<file path="config.mk">
export PLATFORM = sky130hd
export DESIGN_NAME = random_grid_position_flat
export DESIGN_NICKNAME = d
export VERILOG_FILES = /design/src/rtl/snake_pkg.sv /design/src/rtl/random_grid_position_if.sv /design/src/rtl/lfsr_galois.sv /design/src/rtl/random_grid_position.sv /design/src/flat_wrapper.sv
export SDC_FILE = /design/constraint.sdc
export NUM_CORES = 1
export LEC_CHECK = 0
export CORE_ASPECT_RATIO = 0.9
export CORE_MARGIN = 2
export CORE_UTILIZATION = 35
export DETAILED_ROUTE_END_ITERATION = 10
export GPL_TIMING_DRIVEN = 0
export PLACE_DENSITY_LB_ADDON = 0.25
export SKIP_CTS_REPAIR_TIMING = 1
export SYNTH_ARGS = -nofsm -noshare
export SYNTH_HDL_FRONTEND = slang
export SYNTH_HIERARCHICAL = 1
export SYNTH_SLANG_ARGS = --single-unit
</file>
<file path="constraint.sdc">
create_clock -name clk -period 2.1 [get_ports clk]
set_clock_uncertainty 0.2 [all_clocks]
set_input_delay 0.42 -clock clk [delete_from_list [all_inputs] [get_ports clk]]
set_output_delay 0.42 -clock clk [all_outputs]
set_load 0.03 [all_outputs]
</file>
<file path="src/rtl/snake_pkg.sv">
// Shared definitions for the snake game datapath: LFSR polynomial, default seed,
// position-generator state encoding and a constant-friendly clog2.
package snake_pkg;

    localparam logic [15:0] LFSR_MASK = 16'hB400;  // x^16+x^14+x^13+x^11+1, Galois form
    localparam logic [15:0] LFSR_SEED = 16'hACE1;

    typedef enum logic [1:0] {
        IDLE  = 2'd0,
        DRAW  = 2'd1,
        CHECK = 2'd2
    } state_t;

    function automatic int clog2(input int value);
        int result;
        result = 0;
        while ((1 << result) < value) result = result + 1;
        return result;
    endfunction

endpackage

</file>
<file path="src/rtl/random_grid_position_if.sv">
// Request / candidate-check / result signals of the food-position generator.
// The slave side is the generator, the master side is controller plus occupancy checker.
interface random_grid_position_if #(
    parameter int BIT = 10
);
    logic           entropy_in;
    logic           req;
    logic           busy;
    logic [BIT-1:0] cand_x;
    logic [BIT-1:0] cand_y;
    logic           cand_valid;
    logic           check_ack;
    logic           occupied;
    logic [BIT-1:0] x_out;
    logic [BIT-1:0] y_out;
    logic           pos_valid;
    logic           fallback;

    modport slave (
        input  entropy_in, req, check_ack, occupied,
        output busy, cand_x, cand_y, cand_valid, x_out, y_out, pos_valid, fallback
    );

    modport master (
        output entropy_in, req, check_ack, occupied,
        input  busy, cand_x, cand_y, cand_valid, x_out, y_out, pos_valid, fallback
    );
endinterface

</file>
<file path="src/rtl/lfsr_galois.sv">
// Free-running right-shift Galois LFSR with an entropy bit folded into the feedback.
// An all-zero next value is replaced by SEED so the register can never lock up.
module lfsr_galois
    import snake_pkg::*;
#(
    parameter int               WIDTH = 16,
    parameter logic [WIDTH-1:0] MASK  = LFSR_MASK,
    parameter logic [WIDTH-1:0] SEED  = LFSR_SEED
) (
    input  logic             clk,
    input  logic             reset,
    input  logic             entropy_in,
    output logic [WIDTH-1:0] state
);

    logic             feedback;
    logic [WIDTH-1:0] state_next;

    always_comb begin
        feedback   = state[0] ^ entropy_in;
        state_next = (state >> 1) ^ (feedback ? MASK : '0);
        if (state_next == '0) state_next = SEED;
    end

    always_ff @(posedge clk or posedge reset) begin
        if (reset) state <= SEED;
        else       state <= state_next;
    end

endmodule

</file>
<file path="src/rtl/random_grid_position.sv">
// Grid-aligned random food position generator: rejection-samples LFSR bits onto the
// cell grid and redraws occupied cells up to MAX_RETRY times before giving up.
module random_grid_position
    import snake_pkg::*;
#(
    parameter int                BIT       = 10,
    parameter int                MIN_X     = 40,
    parameter int                MAX_X     = 600,
    parameter int                MIN_Y     = 40,
    parameter int                MAX_Y     = 440,
    parameter int                CELL_LOG2 = 3,
    parameter int                LFSR_W    = 16,
    parameter logic [LFSR_W-1:0] SEED      = LFSR_SEED,
    parameter int                MAX_RETRY = 15,
    parameter int                START_X   = 200,
    parameter int                START_Y   = 240
) (
    input logic                   clk,
    input logic                   reset,
    random_grid_position_if.slave bus
);

    localparam int NX      = (MAX_X - MIN_X) >> CELL_LOG2;
    localparam int NY      = (MAX_Y - MIN_Y) >> CELL_LOG2;
    localparam int IX_W    = clog2(NX);
    localparam int IY_W    = clog2(NY);
    localparam int XL_W    = IX_W + 1;
    localparam int YL_W    = IY_W + 1;
    localparam int RETRY_W = clog2(MAX_RETRY + 1);
    localparam logic [XL_W-1:0]    NX_LIM    = XL_W'(NX);
    localparam logic [YL_W-1:0]    NY_LIM    = YL_W'(NY);
    localparam logic [RETRY_W-1:0] RETRY_LIM = RETRY_W'(MAX_RETRY);

    if (IX_W + IY_W > LFSR_W) begin : g_lfsr_width_check
        $error("random_grid_position: LFSR_W too small for the grid index bits");
    end
    if (NX == 0 || NY == 0 || ((MAX_X - MIN_X) % (1 << CELL_LOG2)) != 0 ||
        ((MAX_Y - MIN_Y) % (1 << CELL_LOG2)) != 0) begin : g_bounds_check
        $error("random_grid_position: playfield span must be a nonzero multiple of the cell size");
    end

    logic [LFSR_W-1:0]  lfsr;
    logic               unused_lfsr_bits;
    logic [IX_W-1:0]    xi;
    logic [IY_W-1:0]    yi;
    logic               in_range;
    logic [BIT-1:0]     draw_x;
    logic [BIT-1:0]     draw_y;

    state_t             state;
    logic               req_q;
    logic               req_rise;
    logic [RETRY_W-1:0] retry;
    logic               busy;
    logic               cand_valid;
    logic               pos_valid;
    logic               fallback;
    logic [BIT-1:0]     cand_x;
    logic [BIT-1:0]     cand_y;
    logic [BIT-1:0]     x_out;
    logic [BIT-1:0]     y_out;

    lfsr_galois #(
        .WIDTH (LFSR_W),
        .MASK  (LFSR_W'(LFSR_MASK)),
        .SEED  (SEED)
    ) u_lfsr (
        .clk        (clk),
        .reset      (reset),
        .entropy_in (bus.entropy_in),
        .state      (lfsr)
    );

    // Low LFSR bits index the grid; out-of-range indices are simply redrawn next cycle.
    assign xi               = lfsr[IX_W-1:0];
    assign yi               = lfsr[IX_W+IY_W-1:IX_W];
    assign in_range         = ({1'b0, xi} < NX_LIM) && ({1'b0, yi} < NY_LIM);
    assign draw_x           = BIT'(MIN_X) + (BIT'(xi) << CELL_LOG2);
    assign draw_y           = BIT'(MIN_Y) + (BIT'(yi) << CELL_LOG2);
    assign unused_lfsr_bits = ^lfsr;

    always_ff @(posedge clk or posedge reset) begin
        if (reset) begin
            state      <= IDLE;
            req_q      <= 1'b0;
            req_rise   <= 1'b0;
            retry      <= '0;
            busy       <= 1'b0;
            cand_valid <= 1'b0;
            pos_valid  <= 1'b0;
            fallback   <= 1'b0;
            cand_x     <= BIT'(MIN_X);
            cand_y     <= BIT'(MIN_Y);
            x_out      <= BIT'(START_X);
            y_out      <= BIT'(START_Y);
        end else begin
            req_q     <= bus.req;
            req_rise  <= bus.req & ~req_q;
            pos_valid <= 1'b0;
            case (state)
                IDLE: begin
                    if (req_rise) begin
                        retry    <= '0;
                        fallback <= 1'b0;
                        busy     <= 1'b1;
                        state    <= DRAW;
                    end
                end
                DRAW: begin
                    if (in_range) begin
                        cand_x     <= draw_x;
                        cand_y     <= draw_y;
                        cand_valid <= 1'b1;
                        state      <= CHECK;
                    end
                end
                CHECK: begin
                    if (bus.check_ack) begin
                        cand_valid <= 1'b0;
                        if (!bus.occupied) begin
                            x_out     <= cand_x;
                            y_out     <= cand_y;
                            pos_valid <= 1'b1;
                            busy      <= 1'b0;
                            state     <= IDLE;
                        end else if (retry == RETRY_LIM) begin
                            // Out of retries: keep the previous position and flag it.
                            fallback  <= 1'b1;
                            pos_valid <= 1'b1;
                            busy      <= 1'b0;
                            state     <= IDLE;
                        end else begin
                            retry <= retry + RETRY_W'(1);
                            state <= DRAW;
                        end
                    end
                end
                default: begin
                    busy       <= 1'b0;
                    cand_valid <= 1'b0;
                    state      <= IDLE;
                end
            endcase
        end
    end

    assign bus.busy       = busy;
    assign bus.cand_x     = cand_x;
    assign bus.cand_y     = cand_y;
    assign bus.cand_valid = cand_valid;
    assign bus.x_out      = x_out;
    assign bus.y_out      = y_out;
    assign bus.pos_valid  = pos_valid;
    assign bus.fallback   = fallback;

endmodule

</file>
<file path="src/flat_wrapper.sv">
// flat-port wrapper written by rule: the top's interface ports become plain ports
module random_grid_position_flat import snake_pkg::*;
#(
    parameter int                BIT       = 10,
    parameter int                MIN_X     = 40,
    parameter int                MAX_X     = 600,
    parameter int                MIN_Y     = 40,
    parameter int                MAX_Y     = 440,
    parameter int                CELL_LOG2 = 3,
    parameter int                LFSR_W    = 16,
    parameter logic [LFSR_W-1:0] SEED      = LFSR_SEED,
    parameter int                MAX_RETRY = 15,
    parameter int                START_X   = 200,
    parameter int                START_Y   = 240
)
  (clk, reset, bus_entropy_in, bus_req, bus_check_ack, bus_occupied, bus_busy, bus_cand_x, bus_cand_y, bus_cand_valid, bus_x_out, bus_y_out, bus_pos_valid, bus_fallback);
  random_grid_position_if #(.BIT(BIT)) bus_i ();
  input logic clk;
  input logic reset;
  input wire logic [$bits(bus_i.entropy_in)-1:0] bus_entropy_in;
  input wire logic [$bits(bus_i.req)-1:0] bus_req;
  input wire logic [$bits(bus_i.check_ack)-1:0] bus_check_ack;
  input wire logic [$bits(bus_i.occupied)-1:0] bus_occupied;
  output wire logic [$bits(bus_i.busy)-1:0] bus_busy;
  output wire logic [$bits(bus_i.cand_x)-1:0] bus_cand_x;
  output wire logic [$bits(bus_i.cand_y)-1:0] bus_cand_y;
  output wire logic [$bits(bus_i.cand_valid)-1:0] bus_cand_valid;
  output wire logic [$bits(bus_i.x_out)-1:0] bus_x_out;
  output wire logic [$bits(bus_i.y_out)-1:0] bus_y_out;
  output wire logic [$bits(bus_i.pos_valid)-1:0] bus_pos_valid;
  output wire logic [$bits(bus_i.fallback)-1:0] bus_fallback;
  assign bus_i.entropy_in = bus_entropy_in;
  assign bus_i.req = bus_req;
  assign bus_i.check_ack = bus_check_ack;
  assign bus_i.occupied = bus_occupied;
  assign bus_busy = bus_i.busy;
  assign bus_cand_x = bus_i.cand_x;
  assign bus_cand_y = bus_i.cand_y;
  assign bus_cand_valid = bus_i.cand_valid;
  assign bus_x_out = bus_i.x_out;
  assign bus_y_out = bus_i.y_out;
  assign bus_pos_valid = bus_i.pos_valid;
  assign bus_fallback = bus_i.fallback;
  random_grid_position #(.BIT(BIT), .MIN_X(MIN_X), .MAX_X(MAX_X), .MIN_Y(MIN_Y), .MAX_Y(MAX_Y), .CELL_LOG2(CELL_LOG2), .LFSR_W(LFSR_W), .SEED(SEED), .MAX_RETRY(MAX_RETRY), .START_X(START_X), .START_Y(START_Y)) u_core (.clk(clk), .reset(reset), .bus(bus_i));
endmodule
</file>
# [Word-level counts from Yosys, hierarchy flattened]
# Cells that the tools add are included.
[op_classes] add_sub_neg=3 n_lt_le_gt_ge=2 eq_ne=10 muxes=30 n_bitwise=7 reduce_logical=11
[ops] op="$mux 16" n=2
[ops] op="$logic_not 16->1" n=1
[ops] op="$mux 4" n=4
[ops] op="$xor 15x16->16" n=1
[ops] op="$mux 1" n=15
[ops] op="$add 6x10->10 const A" n=1
[ops] op="$add 6x9->10 const A" n=1
[ops] op="$reduce_and 5->1" n=2
[ops] op="$reduce_and 3->1" n=3
[ops] op="$mux 2" n=4
[ops] op="$pmux 4 s2" n=1
[ops] op="$lt 7x7->1 const B" n=1
[ops] op="$lt 6x6->1 const B" n=1
[ops] op="$ne 2x1->1 const B" n=3
[ops] op="$ne 2x2->1 const B" n=3
[ops] op="$pmux 1 s3" n=2
[ops] op="$pmux 2 s3" n=1
[ops] op="$add 4x1->4 const B" n=1
[ops] op="$eq 4x4->1 const B" n=1
[ops] op="$not 1->1" n=4
[ops] op="$reduce_and 4->1" n=1
[ops] op="$ne 3x2->1 const B" n=1
[ops] op="$eq 2x1->1 const B" n=1
[ops] op="$eq 2x2->1 const B" n=1
[ops] op="7 further kinds" n=7
[totals] regBits=68 inputBits=6 output_inout_bits=44 elab_cells=76

# [Longest topological paths before layout]
[depth] word_depth=5 depth_mapped=5 depth_no_buf=5

# [Cells and area by module]
# The synthesis kept the hierarchy.
[modules_own_cells] module="random_grid_position" n_inst=1 cells_each=161 area_each_um2=1895.6 seq_area_each_um2=1014.7
[modules_own_cells] module="lfsr_galois" n_inst=1 cells_each=44 area_each_um2=585.6 seq_area_each_um2=410.4

# [Worst setup path after synthesis]
# Ideal clock, no wire load.
[synth_path] path_kind="register to register" from="register u_core.u_lfsr.state[1]" to="register u_core.cand_x[4], in the netlist u_core/bus.cand_x[4]" arrival_ns=1.801 required_time_ns=1.775 setup_slack_ns=-0.026 path_stages_with_launch=5 n_path_buf=1 path_cell_list="dfrtp_1 -> a2111o_1 -> a2111oi_4 -> buf_6 -> mux2_2"
[synth_between] elab_chain_cells=3
[synth_rtl] element="start: declaration" line="lfsr_galois.sv:13" text="output logic [WIDTH-1:0] state"
[synth_rtl] element="start signal: assignment" line="lfsr_galois.sv:27" text="else state <= state_next;"
[synth_rtl] element="$lt 7x7->1" line="random_grid_position.sv:77" text="assign in_range = ({1'b0, xi} < NX_LIM) && ({1'b0, yi} < NY_LIM);"
[synth_rtl] element="$logic_and 1x1->1" line="random_grid_position.sv:77"
[synth_rtl] element="$reduce_and 2->1 (no source line)"
[synth_rtl] element="end signal: assignment" line="random_grid_position.sv:92" text="cand_x <= BIT'(MIN_X);"
[synth_rtl] element="end signal: assignment" line="random_grid_position.sv:111" text="cand_x <= draw_x;"
[synth_rtl] element="end: declaration" line="random_grid_position.sv:58" text="logic [BIT-1:0] cand_x;"
# Parallel ways exist; a longest one is shown, timed or not.
# A chain may end at the register's enable or synchronous reset.

# [Worst setup path after layout]
[layout_path] from="register u_core.u_lfsr.state[2]" to="register u_core.cand_x[4], in the netlist u_core/bus.cand_x[4]"
[layout_between] elab_chain_cells=3
[layout_rtl] element="$lt 7x7->1" line="random_grid_position.sv:77"
[layout_rtl] element="$logic_and 1x1->1" line="random_grid_position.sv:77"
[layout_rtl] element="$reduce_and 2->1 (no source line)"
# No other way between the ends.

==> run metrics <==
result of the run=finished with violations; violated checks=setup timing; max-capacitance violation count=0; final-stage net count=276; count of different cell masters after synthesis=42; startpoint kind of the worst setup timing path=flop; synthesized area per cell=12.10 sq um; sum of net half-perimeters after detailed placement=3150 um; fraction of registers with async set or reset after synthesis=1.000; Max IR drop VDD=0.4376 mV; most common cell after layout, fill and taps aside=dfrtp_1; static leakage=1.486 nW; actual slew at the worst max-slew pin=0.8227 ns; relative slew slack=0.4516; final worst setup slack=-0.08370 ns; critical path fanouts, max=7; fraction of met3 tracks used by global routing=0.02981; GRT Resource Usage Total=0.1213; R2R Path End=u_core/bus.cand_x[4]; dpl cell area=3009 sq um; top-level port count=50; Starting Density=0.3561; Seq cells post-synth=56; multi-input gate area in the final layout=943.4 sq um; routed via count divided by cell count=4.620; detail-routed net length per standard cell=12.22 um; register-to-register setup slack=-0.08 ns; post-placement cell count=346; achievable frequency=457.9 MHz; maximum number of pins on one net before global-route repair=41; die outline area=7779 sq um; # diodes=0; residual overflow from global routing=0; antenna violations before repair=0; number of flops mapped to enable cells by yosys=0; TritonCTS clock tree=yes; Die Y-Extent=83.88 um; Layout area overhead=30.91%; critical path type=reg2reg; Required @ worst endpoint=2.10 ns; Finish-stage setup viols=6; startpoint of the lowest-slack hold path=u_core/req_q; Std-Cell Core Area=6967 sq um; minimum clock period after layout=2.184 ns; CTS sink cnt=56; clock root buffer=clkbuf_8; number of iterations in the first detailed-routing pass=4; Cell Pwr Density=1635 nW/um^2; fill cell total of the finished layout=658; post-synthesis sequential area ratio=0.5744; global-route track usage on met1=0.1729; Hold Slack=0.2017 ns; Port-buffer cells=37; total power after layout=0.005310 W; cell row count=29; Finished Layout Cells=361; worst setup slack before clock tree synthesis=-0.5974 ns; final count of pins violating max slew=0; reg2reg path depth=5; cell area after technology mapping=2481 sq um; kind of end point of the critical path=flop; worst-case hold path end point=u_core/req_rise; # DRC=0; weighted congestion reported at the end of routability-driven placement=0.8256; WHS Path Cells=1; number of buffers created by CTS=5; maximum level of the CTS H-tree=2; vias in the first global route=1514; post-route cell area=3248 sq um; startpoint of the worst-slack reg-to-reg timing path=u_core/u_lfsr/state[2]; post-route ant nets=0; warning count from the yosys run=6; cells after synthesis=205; global-route wire length before repair=7452 um; count of vias placed by the detailed router=1668; final wirelength=4411 um; Hold Crit Class=reg2reg; count of final hold-check violations=0; met2 track demand over resource=0.1818; Reg clk slew, reported paths=0.10 ns; floorplan die width=92.75 um; most frequent cells in the layout=dfrtp_1 (35), clkdlybuf4s50_1 (25), dfstp_2 (19), mux2_2 (18), buf_4 (18); drt first-iter violations=37; busiest grt layer=met2; layout cells sized above 1=0.2948; leading register cell type out of synthesis=dfrtp_1; Sequential Area=1428 sq um; final period utilization=1.040; clock network latency to the later pin of the worst-skew pair=0.31 ns; Longest Clk Path Bufs=2; crit path DAT=2.18 ns; unrepaired setup endpoints after global routing=yes
## sequential cells by signal, summed over array words and instances, names as in the netlist
| signal | cells |
|---|---|
| u_core/u_lfsr/state | 16 |
| u_core/bus.cand_x | 7 |
| u_core/bus.cand_y | 7 |
| u_core/bus.x_out | 7 |
| u_core/bus.y_out | 7 |
| u_core/retry | 4 |
| u_core/state | 2 |
| u_core/bus.busy | 1 |
| u_core/bus.cand_valid | 1 |
| u_core/bus.fallback | 1 |
| u_core/bus.pos_valid | 1 |
| u_core/req_q | 1 |
| u_core/req_rise | 1 |
## synthesized netlist by cell type (2+ instances only)
master	count	area, sq um
dfrtp_1	37	925.9
dfstp_2	19	499.2
xnor2_1	7	61.31
nor4_1	2	12.51
ha_1	3	37.54
a21oi_1	14	70.07
clkbuf_1	5	18.77
o21ai_0	6	30.03
a21o_1	2	15.01
nor2_1	17	63.81
mux2i_1	3	30.03
nand3_1	5	25.02
mux2_2	21	236.5
xor2_1	4	35.03
nor2b_1	3	18.77
or3_1	2	12.51
buf_2	2	10.01
nand2_1	6	22.52
nand2b_1	6	37.54
nand3b_1	2	15.01
buf_4	13	97.59
inv_1	5	18.77
nor3_1	2	10.01
## area by class of cell
cell class                      instances  share of cell area
Sequential cell                        56              0.4395
Buffer                                 22             0.04777
Clock inverter                          3             0.01425
Inverter                                6            0.006934
Clock buffer                            5             0.02119
Multi-Input combinational cell        131              0.2904
Timing Repair Buffer                   45              0.1441
Tap cell                               93             0.03582
## report_power, final
part	total, W	switching (W)	internal (W)
logic	0.00249	0.00128	0.00121
clock network	0.000717	0.000357	0.000360
registers	0.00210	0.000418	0.00168
## worst max-delay path, cell delays in order (launching register included)
cell and delay, ns:
dfrtp_2 0.43, a2111o_1 0.47, a2111oi_4 0.35, buf_4 0.20, buf_8 0.13, mux2_4 0.30
## metal layers
layer,part of all wire,up-vias
met4,0.014,0
met2,0.45,37
met5,0,-
met3,0.045,7
li1,-,798
met1,0.49,826
## through the flow
| stage | util | TNS, ns |
|---|---|---|
| after floorplan | - | 0 |
| final | 0.4662 | -0.3646 |
| after global placement | 0.4319 | -19.62 |
| after detailed placement | 0.4319 | -7.376 |
| after global routing | 0.4662 | -0.8298 |
| after CTS | 0.4485 | -3.293 |
## logic make-up (layout without fill, tap and decap cells)
logic type / count (synthesis) / count (layout) / synth area share
mux: 24 / 24 / 0.1074
compound gates: 32 / 32 / 0.08876
buf+inv: 29 / 81 / 0.07211
flops: 56 / 56 / 0.5744
simple gates: 49 / 49 / 0.1019
fa+ha+maj: 3 / 3 / 0.01513
xor+xnor: 11 / 11 / 0.03883
other cells: 1 / 12 / 0.001511
## how the worst max path moves through the flow
stage | slack, ns | cells after the start | from | end
6_report | -0.08 | 5 | u_core/u_lfsr/state[2] | u_core/bus.cand_x[4]
5_1_grt | -0.13 | 5 | u_core/u_lfsr/state[2] | u_core/bus.cand_y[4]
4_1_cts | -0.26 | 5 | bus_check_ack | u_core/bus.x_out[4]
3_5_place_dp | -0.60 | 5 | bus_check_ack | u_core/bus.x_out[4]
3_3_place_gp | -0.54 | 5 | bus_check_ack | u_core/bus.x_out[4]
2_1_floorplan | 0.03 | 4 | u_core/u_lfsr/state[1] | u_core/bus.cand_x[4]
(Power assumes the default switching activity.)
